$ cat src/rtl/fetch_stage_if.sv
// Bundles the fetch stage's hazard/branch inputs, the instruction-memory port and the IF/ID outputs.
// "master" is the fetch stage side and "slave" is the surrounding core or memory side.
interface fetch_stage_if #(
  parameter int CNT_W = 32
);
  logic             stall;
  logic             br_taken;
  logic [63:0]      br_target;
  logic [63:0]      imem_addr;
  logic [31:0]      imem_inst;
  logic [63:0]      ifid_pc;
  logic [31:0]      ifid_inst;
  logic             ifid_valid;
  logic [CNT_W-1:0] fetch_count;

  modport master (
    input  stall, br_taken, br_target, imem_inst,
    output imem_addr, ifid_pc, ifid_inst, ifid_valid, fetch_count
  );

  modport slave (
    output stall, br_taken, br_target, imem_inst,
    input  imem_addr, ifid_pc, ifid_inst, ifid_valid, fetch_count
  );
endinterface

$ cat src/rtl/fetch_stage.sv
// IF stage: owns the PC, drives imem_addr = pc, and latches the fetched instruction into IF/ID one edge later.
// A stall freezes PC, IF/ID and the counter; a taken branch redirects and inserts a single NOP bubble.
module fetch_stage #(
  parameter logic [63:0] RESET_PC = 64'h0,
  parameter logic [31:0] NOP_INST = 32'hD503201F,
  parameter int          CNT_W    = 32
) (
  input  logic          clk,
  input  logic          reset,
  fetch_stage_if.master fif
);

  typedef enum logic {BOOT, RUN} state_t;

  state_t           state_q, state_d;
  logic [63:0]      pc_q, pc_d;
  logic [63:0]      ifid_pc_q, ifid_pc_d;
  logic [31:0]      ifid_inst_q, ifid_inst_d;
  logic             ifid_valid_q, ifid_valid_d;
  logic [CNT_W-1:0] cnt_q, cnt_d;

  always_ff @(posedge clk or posedge reset) begin
    if (reset) begin
      state_q      <= BOOT;
      pc_q         <= RESET_PC;
      ifid_pc_q    <= 64'h0;
      ifid_inst_q  <= NOP_INST;
      ifid_valid_q <= 1'b0;
      cnt_q        <= '0;
    end else begin
      state_q      <= state_d;
      pc_q         <= pc_d;
      ifid_pc_q    <= ifid_pc_d;
      ifid_inst_q  <= ifid_inst_d;
      ifid_valid_q <= ifid_valid_d;
      cnt_q        <= cnt_d;
    end
  end

  always_comb begin
    state_d      = state_q;
    pc_d         = pc_q;
    ifid_pc_d    = ifid_pc_q;
    ifid_inst_d  = ifid_inst_q;
    ifid_valid_d = ifid_valid_q;
    cnt_d        = cnt_q;
    case (state_q)
      // One idle edge after reset so instruction memory can settle on RESET_PC.
      BOOT: state_d = RUN;
      RUN: begin
        if (fif.br_taken) begin
          pc_d         = {fif.br_target[63:2], 2'b00};
          ifid_inst_d  = NOP_INST;
          ifid_valid_d = 1'b0;
        end else if (!fif.stall) begin
          ifid_pc_d    = pc_q;
          ifid_inst_d  = fif.imem_inst;
          ifid_valid_d = 1'b1;
          pc_d         = pc_q + 64'd4;
          // Saturating: the counter sticks at all-ones rather than wrapping.
          if (!(&cnt_q)) cnt_d = cnt_q + {{(CNT_W-1){1'b0}}, 1'b1};
        end
      end
      default: state_d = BOOT;
    endcase
  end

  assign fif.imem_addr   = pc_q;
  assign fif.ifid_pc     = ifid_pc_q;
  assign fif.ifid_inst   = ifid_inst_q;
  assign fif.ifid_valid  = ifid_valid_q;
  assign fif.fetch_count = cnt_q;

endmodule
$ cat src/flat_wrapper.sv
// flat-port wrapper written by rule: the top's interface ports become plain ports
module fetch_stage_flat 
#(
  parameter logic [63:0] RESET_PC = 64'h0,
  parameter logic [31:0] NOP_INST = 32'hD503201F,
  parameter int          CNT_W    = 32
)
  (clk, reset, fif_stall, fif_br_taken, fif_br_target, fif_imem_inst, fif_imem_addr, fif_ifid_pc, fif_ifid_inst, fif_ifid_valid, fif_fetch_count);
  fetch_stage_if #(.CNT_W(CNT_W)) fif_i ();
  input  logic clk;
  input  logic reset;
  input wire logic [$bits(fif_i.stall)-1:0] fif_stall;
  input wire logic [$bits(fif_i.br_taken)-1:0] fif_br_taken;
  input wire logic [$bits(fif_i.br_target)-1:0] fif_br_target;
  input wire logic [$bits(fif_i.imem_inst)-1:0] fif_imem_inst;
  output wire logic [$bits(fif_i.imem_addr)-1:0] fif_imem_addr;
  output wire logic [$bits(fif_i.ifid_pc)-1:0] fif_ifid_pc;
  output wire logic [$bits(fif_i.ifid_inst)-1:0] fif_ifid_inst;
  output wire logic [$bits(fif_i.ifid_valid)-1:0] fif_ifid_valid;
  output wire logic [$bits(fif_i.fetch_count)-1:0] fif_fetch_count;
  assign fif_i.stall = fif_stall;
  assign fif_i.br_taken = fif_br_taken;
  assign fif_i.br_target = fif_br_target;
  assign fif_i.imem_inst = fif_imem_inst;
  assign fif_imem_addr = fif_i.imem_addr;
  assign fif_ifid_pc = fif_i.ifid_pc;
  assign fif_ifid_inst = fif_i.ifid_inst;
  assign fif_ifid_valid = fif_i.ifid_valid;
  assign fif_fetch_count = fif_i.fetch_count;
  fetch_stage #(.RESET_PC(RESET_PC), .NOP_INST(NOP_INST), .CNT_W(CNT_W)) u_core (.clk(clk), .reset(reset), .fif(fif_i));
endmodule
$ cat config.mk
export PLATFORM = sky130hd
export DESIGN_NAME = fetch_stage_flat
export DESIGN_NICKNAME = d
export VERILOG_FILES = /design/src/rtl/fetch_stage_if.sv /design/src/rtl/fetch_stage.sv /design/src/flat_wrapper.sv
export SDC_FILE = /design/constraint.sdc
export NUM_CORES = 1
export LEC_CHECK = 0
export ABC_AREA = 1
export CAP_MARGIN = 0
export CELL_PAD_IN_SITES_DETAIL_PLACEMENT = 1
export CELL_PAD_IN_SITES_GLOBAL_PLACEMENT = 1
export CORE_UTILIZATION = 34
export DETAILED_ROUTE_END_ITERATION = 10
export PLACE_DENSITY_LB_ADDON = 0.1
export SYNTH_ARGS = -nofsm -noshare
export SYNTH_HDL_FRONTEND = slang
export SYNTH_SLANG_ARGS = --single-unit
$ cat constraint.sdc
create_clock -name clk -period 8 [get_ports clk]
set_input_delay 1.6 -clock clk [delete_from_list [all_inputs] [get_ports clk]]
set_output_delay 1.6 -clock clk [all_outputs]
set_load 0.005 [all_outputs]
# After elaboration in Yosys (flattened, before gate mapping)
# Index checks and enable logic that the tools add are counted.
dict set report classes {
  add_sub_neg 2
  eq_ne 1
  n_mux 6
  n_bitwise 3
  reduce_logical 4
}
# cell count
set ops {}
lappend ops {{two-way mux 64 bit} 2}
lappend ops {{adder 64 x 3 -> 64 bit (second input constant)} 1}
lappend ops {{two-way mux 32 bit} 2}
lappend ops {{adder 32 x 1 -> 32 bit (second input constant)} 1}
lappend ops {{AND reduction 32 bit} 1}
lappend ops {{AND reduction 4 bit} 1}
lappend ops {{NOT 1 bit} 3}
lappend ops {{AND reduction 3 bit} 1}
lappend ops {{two-way mux 1 bit} 2}
lappend ops {{!= test 2 x 1 -> 1 bit (second input constant)} 1}
lappend ops {{AND reduction 2 bit} 1}
dict set report word_totals {
  ff_bits 194
  input_bits 100
  output_inout_bits 193
  elab_cells 22
}

# Logic depth before layout (Yosys ltp)
dict set report logic_depth {
  depth_word 3
  ltp_mapped 13
}

# Least setup slack after synthesis
# OpenSTA, ideal clock, no wires.
dict set report synth_path {
  path_type {input to register}
  from {input port fif_br_taken}
  to {register u_core.pc_q[13] (netlist: u_core.fif.imem_addr[13])}
  setup_ns 0.119
  arrival_ns 2.599
  path_slack_ns 5.282
  cell_stages 9
  path_cell_list {buf_2 > nand2_1 > inv_2 > nor2_4 > inv_2 > buf_4 > buf_2 > a31oi_1 > inv_1}
}
dict set report synth_between {
  elab_chain_len 2
  elab_cells_between_ends 3
  cone_classes {eq/ne: 1; mux: 1; reduce/logical: 1}
}
# item line_no
set synth_lines {}
lappend synth_lines {{from (decl)} flat_wrapper.sv:13} ;# input wire logic [$bits(fif_i.br_taken)-1:0] fif_br_taken;
lappend synth_lines {{!= test 2 x 1 -> 1 bit (no source line)} --}
lappend synth_lines {{AND reduction 2 bit (no source line)} --}
lappend synth_lines {{to (signal assigned)} fetch_stage.sv:32} ;# pc_q <= pc_d;
lappend synth_lines {{to (decl)} fetch_stage.sv:16} ;# logic [63:0] pc_q, pc_d;
# Parallel ways exist; a longest one is shown, timed or not.
# A chain may end at the register's enable or synchronous reset.

# Worst setup path in the final report
dict set report layout_path {
  from {input port fif_stall}
  to {register u_core.cnt_q[21] (netlist: u_core.fif.fetch_count[21])}
}
dict set report layout_between {
  elab_chain_len 2
}
# item line_no
set layout_lines {}
lappend layout_lines {{from (decl)} flat_wrapper.sv:12} ;# input wire logic [$bits(fif_i.stall)-1:0] fif_stall;
lappend layout_lines {{NOT 1 bit (no source line)} --}
lappend layout_lines {{AND reduction 4 bit (no source line)} --}
lappend layout_lines {{to (signal assigned)} fetch_stage.sv:36} ;# cnt_q <= cnt_d;
lappend layout_lines {{to (decl)} fetch_stage.sv:20} ;# logic [CNT_W-1:0] cnt_q, cnt_d;
# No other way between the ends.

==> flow_metrics.py <==
metrics = {
    "worst_hold_path": {
        "hold_path_class": "reg2reg",
        "hold_path_end": "u_core.fif.ifid_inst[24]",
        "holdPathStages": 2,
        "min-delay-start": "u_core.fif.ifid_inst[24]",
    },
    "sta": {
        "hold_viol": 0,
        "finClkSkew_ns": 0.0121,
        "worst_slack_ns": 4.23,
        "min_period_ns": 3.77,
        "max_slew_margin_pct": 29.3,
        "worst_pin_slew_ns": 1.06,
        "rsz0062_at_grt": "no",
        "slew_violations": 0,
        "setup-violations-final": 0,
        "tns_ns": 0,
        "max_freq_ghz": 0.266,
        "period_share_pct": 47.1,
    },
    "cts": {
        "cts_hold_buf": 0,
        "root_buffer": "clkbuf_16",
        "post_cts_buffers": 0,
        "cts_resized": 0,
        "cts_max_level": 4,
        "clk_pin_slew_worst_paths_ns": 0.07,
        "clk_latency_ns": 0.46,
        "cts_buffers": 17,
        "tritoncts": "built",
        "clock_sinks": 190,
        "clock_path_buffers": 2,
    },
    "synthesis": {
        "synth_seq_cells": 190,
        "async_flop_share_pct": 100,
        "ys_top_cells_by_count": "579 x nand2_1, 214 x nor2_1, 181 x inv_1",
        "synth_cells": 1619,
        "synth_top_area_cell": "dfrtp_1",
        "ys_seq_area_share_pct": 43.2,
        "post_synth_num_cell_types": 37,
        "post-synth-top-count-cell": "nand2_1",
        "syn_area_sq_um": 11000,
        "yosys-top-cells-area": "dfrtp_1 40%, nand2_1 20%, nor2_1 7.3%, inv_1 6.2%, nand3_1 4.1%",
        "synth_area_per_cell_sq_um": 6.82,
        "ys_warn_count": 0,
        "synth_edf_count": 0,
        "synth.top_cell.area_share_pct": 40.1,
        "synth_ff_type": "dfrtp_1",
    },
    "floorplan": {
        "die_x_um": 182,
        "rows": 65,
        "core_area_sq_um": 31700,
        "io_pins": 293,
        "start_util_pct": 34.8,
        "die_h_um": 182,
        "dieArea_sq_um": 33200,
    },
    "global_route": {
        "grt-ovfl-total": 0,
        "antenna_found_initial": 0,
        "grt_pass1_vias": 11800,
        "grt_max_degree": 139,
        "grt_pass1_wl_um": 66000,
        "grtUsageTotal_pct": 25.9,
    },
    "setup_path": {
        "slowest_stage": "inv_2",
        "worstSetupPathType": "in2reg",
        "reg2reg_from": "u_core.fif.fetch_count[0]",
        "r2r_slack_ns": 5.40,
        "reg2regPathDepth": 9,
        "end_kind": "flop",
        "critPathMaxFanout": 31,
        "cp-start-kind": "primary input",
        "required_ns": 8.37,
        "worstReg2RegEnd": "u_core.fif.fetch_count[21]",
        "crit_chain": "clkdlybuf4s50_1, nor2_4, inv_2, nor2_4, buf_4, nand2_2, inv_2, nand2_1, o21ai_1",
        "worstPathArrival_ns": 4.13,
        "max_stage_delay_ns": 0.61,
    },
    "pwr": {
        "p_per_area_nw_per_um2": 206,
        "peakVddDrop_v": 0.000155,
        "total_leakage_power_nw": 6.95,
    },
    "finish": {
        "final_area_sq_um": 14800,
        "antennaDiodeCount": 0,
        "fin_cells": 2292,
        "fin_nets": 1980,
        "area_delta_synth_final_pct": 34.2,
        "drive_gt1_share_pct": 4.55,
    },
    "placed_design": {
        "dpl-instance-area_sq_um": 14200,
        "gp_congestion": 0.913,
        "place_ws_ns": 3.70,
        "place_inst": 2261,
        "hpwl_um": 31600,
        "io_buffers": 286,
    },
    "run_status": {
        "status": "completed",
    },
    "run": {
        "maxCapViolations": 0,
    },
    "drt": {
        "dr.pass1.iters": 6,
        "drt_wl_total_um": 42000,
        "ant_nets": 0,
        "drt_iter0_drc": 553,
        "wl_per_cell_um": 18.3,
        "avgViaCountPerCell": 5.00,
        "drc": 0,
        "vias": 11500,
    },
}
==> cell type report <==
class                           instances  area (sq um)
Tap cell                              402           503
Multi-Input combinational cell       1181          5260
Inverter                              193           734
Clock inverter                         10           161
Fill cell                            4035         16900
Timing Repair Buffer                  295          2930
Sequential cell                       190          4770
Clock buffer                           21           450
==> report_power, final <==
group | leakage, nW | switching [mW] | internal [mW]
clock | 0.290 | 0.406 | 0.530
combinational | 4.28 | 0.405 | 0.429
sequential | 2.37 | 0.171 | 1.12
==> layer usage <==
| metal | up-vias | wire length (um) | track usage, % |
|---|---|---|---|
| met5 | - | 0 | 0 |
| met4 | 0 | 758 | 7.06 |
| met3 | 40 | 2480 | 6.55 |
| met2 | 279 | 19900 | 43.3 |
| met1 | 5569 | 19000 | 33.0 |
| li1 | 5571 | - | - |
==> worst max-delay path by stage <==
stage                     startpoint                          to  depth (start not counted)
after floorplan                reset   u_core.fif.fetch_count[0]                          1
after detailed placement   fif_stall  u_core.fif.fetch_count[21]                          9
after global placement     fif_stall  u_core.fif.fetch_count[23]                          9
after CTS                  fif_stall  u_core.fif.fetch_count[21]                          9
final                      fif_stall  u_core.fif.fetch_count[21]                          9
after global routing       fif_stall  u_core.fif.fetch_count[21]                          9
==> through the flow <==
stage / hold slack (ns) / utilization (%) / power, mW
2_1_floorplan: 0.456 / - / 1.62
3_3_place_gp: 0.454 / 44.8 / 2.12
3_5_place_dp: 0.462 / 44.8 / 2.14
4_1_cts: 0.473 / 46.7 / 3.09
5_1_grt: 0.484 / 46.7 / 3.23
6_report: 0.470 / 46.7 / 3.06
==> critical path, delay by kind of cell <==
family / cells / cell delay (ns)
buffers and inverters: 4 / 1.49
AND/OR/NAND/NOR: 4 / 0.90
AO/OA/AOI/OAI: 1 / 0.11
==> cell usage in the layout, fill, tap and decap left out, types with 19 or more instances in the layout <==
master / count
a21oi_1: 31
nand3_1: 90
xor2_1: 20
inv_1: 180
o21ai_1: 61
nor3_1: 23
a22o_1: 19
nand2_1: 579
clkdlybuf4s50_1: 285
nor2_1: 214
o21ai_0: 68
dfrtp_1: 177
==> registers in the layout, indices dropped and copies added (netlist names) <==
signal                  cells
u_core.fif.ifid_valid       1
u_core.fif.fetch_count     32
u_core.fif.ifid_inst       32
u_core.fif.ifid_pc         62
u_core.fif.imem_addr       62
u_core.state_q              1
==> cells by family (layout without fill, tap and decap cells) <==
logic type | count (synthesis) | after routing | synth area share (%)
compound gates | 196 | 196 | 10.1
xor+xnor | 30 | 30 | 2.38
fa+ha+maj | 2 | 2 | 0.227
buf+inv | 251 | 519 | 9.17
flops | 190 | 190 | 43.2
other cells | 2 | 5 | 0.0681
simple gates | 948 | 948 | 34.9
Power figures use the tool's default switching activity.
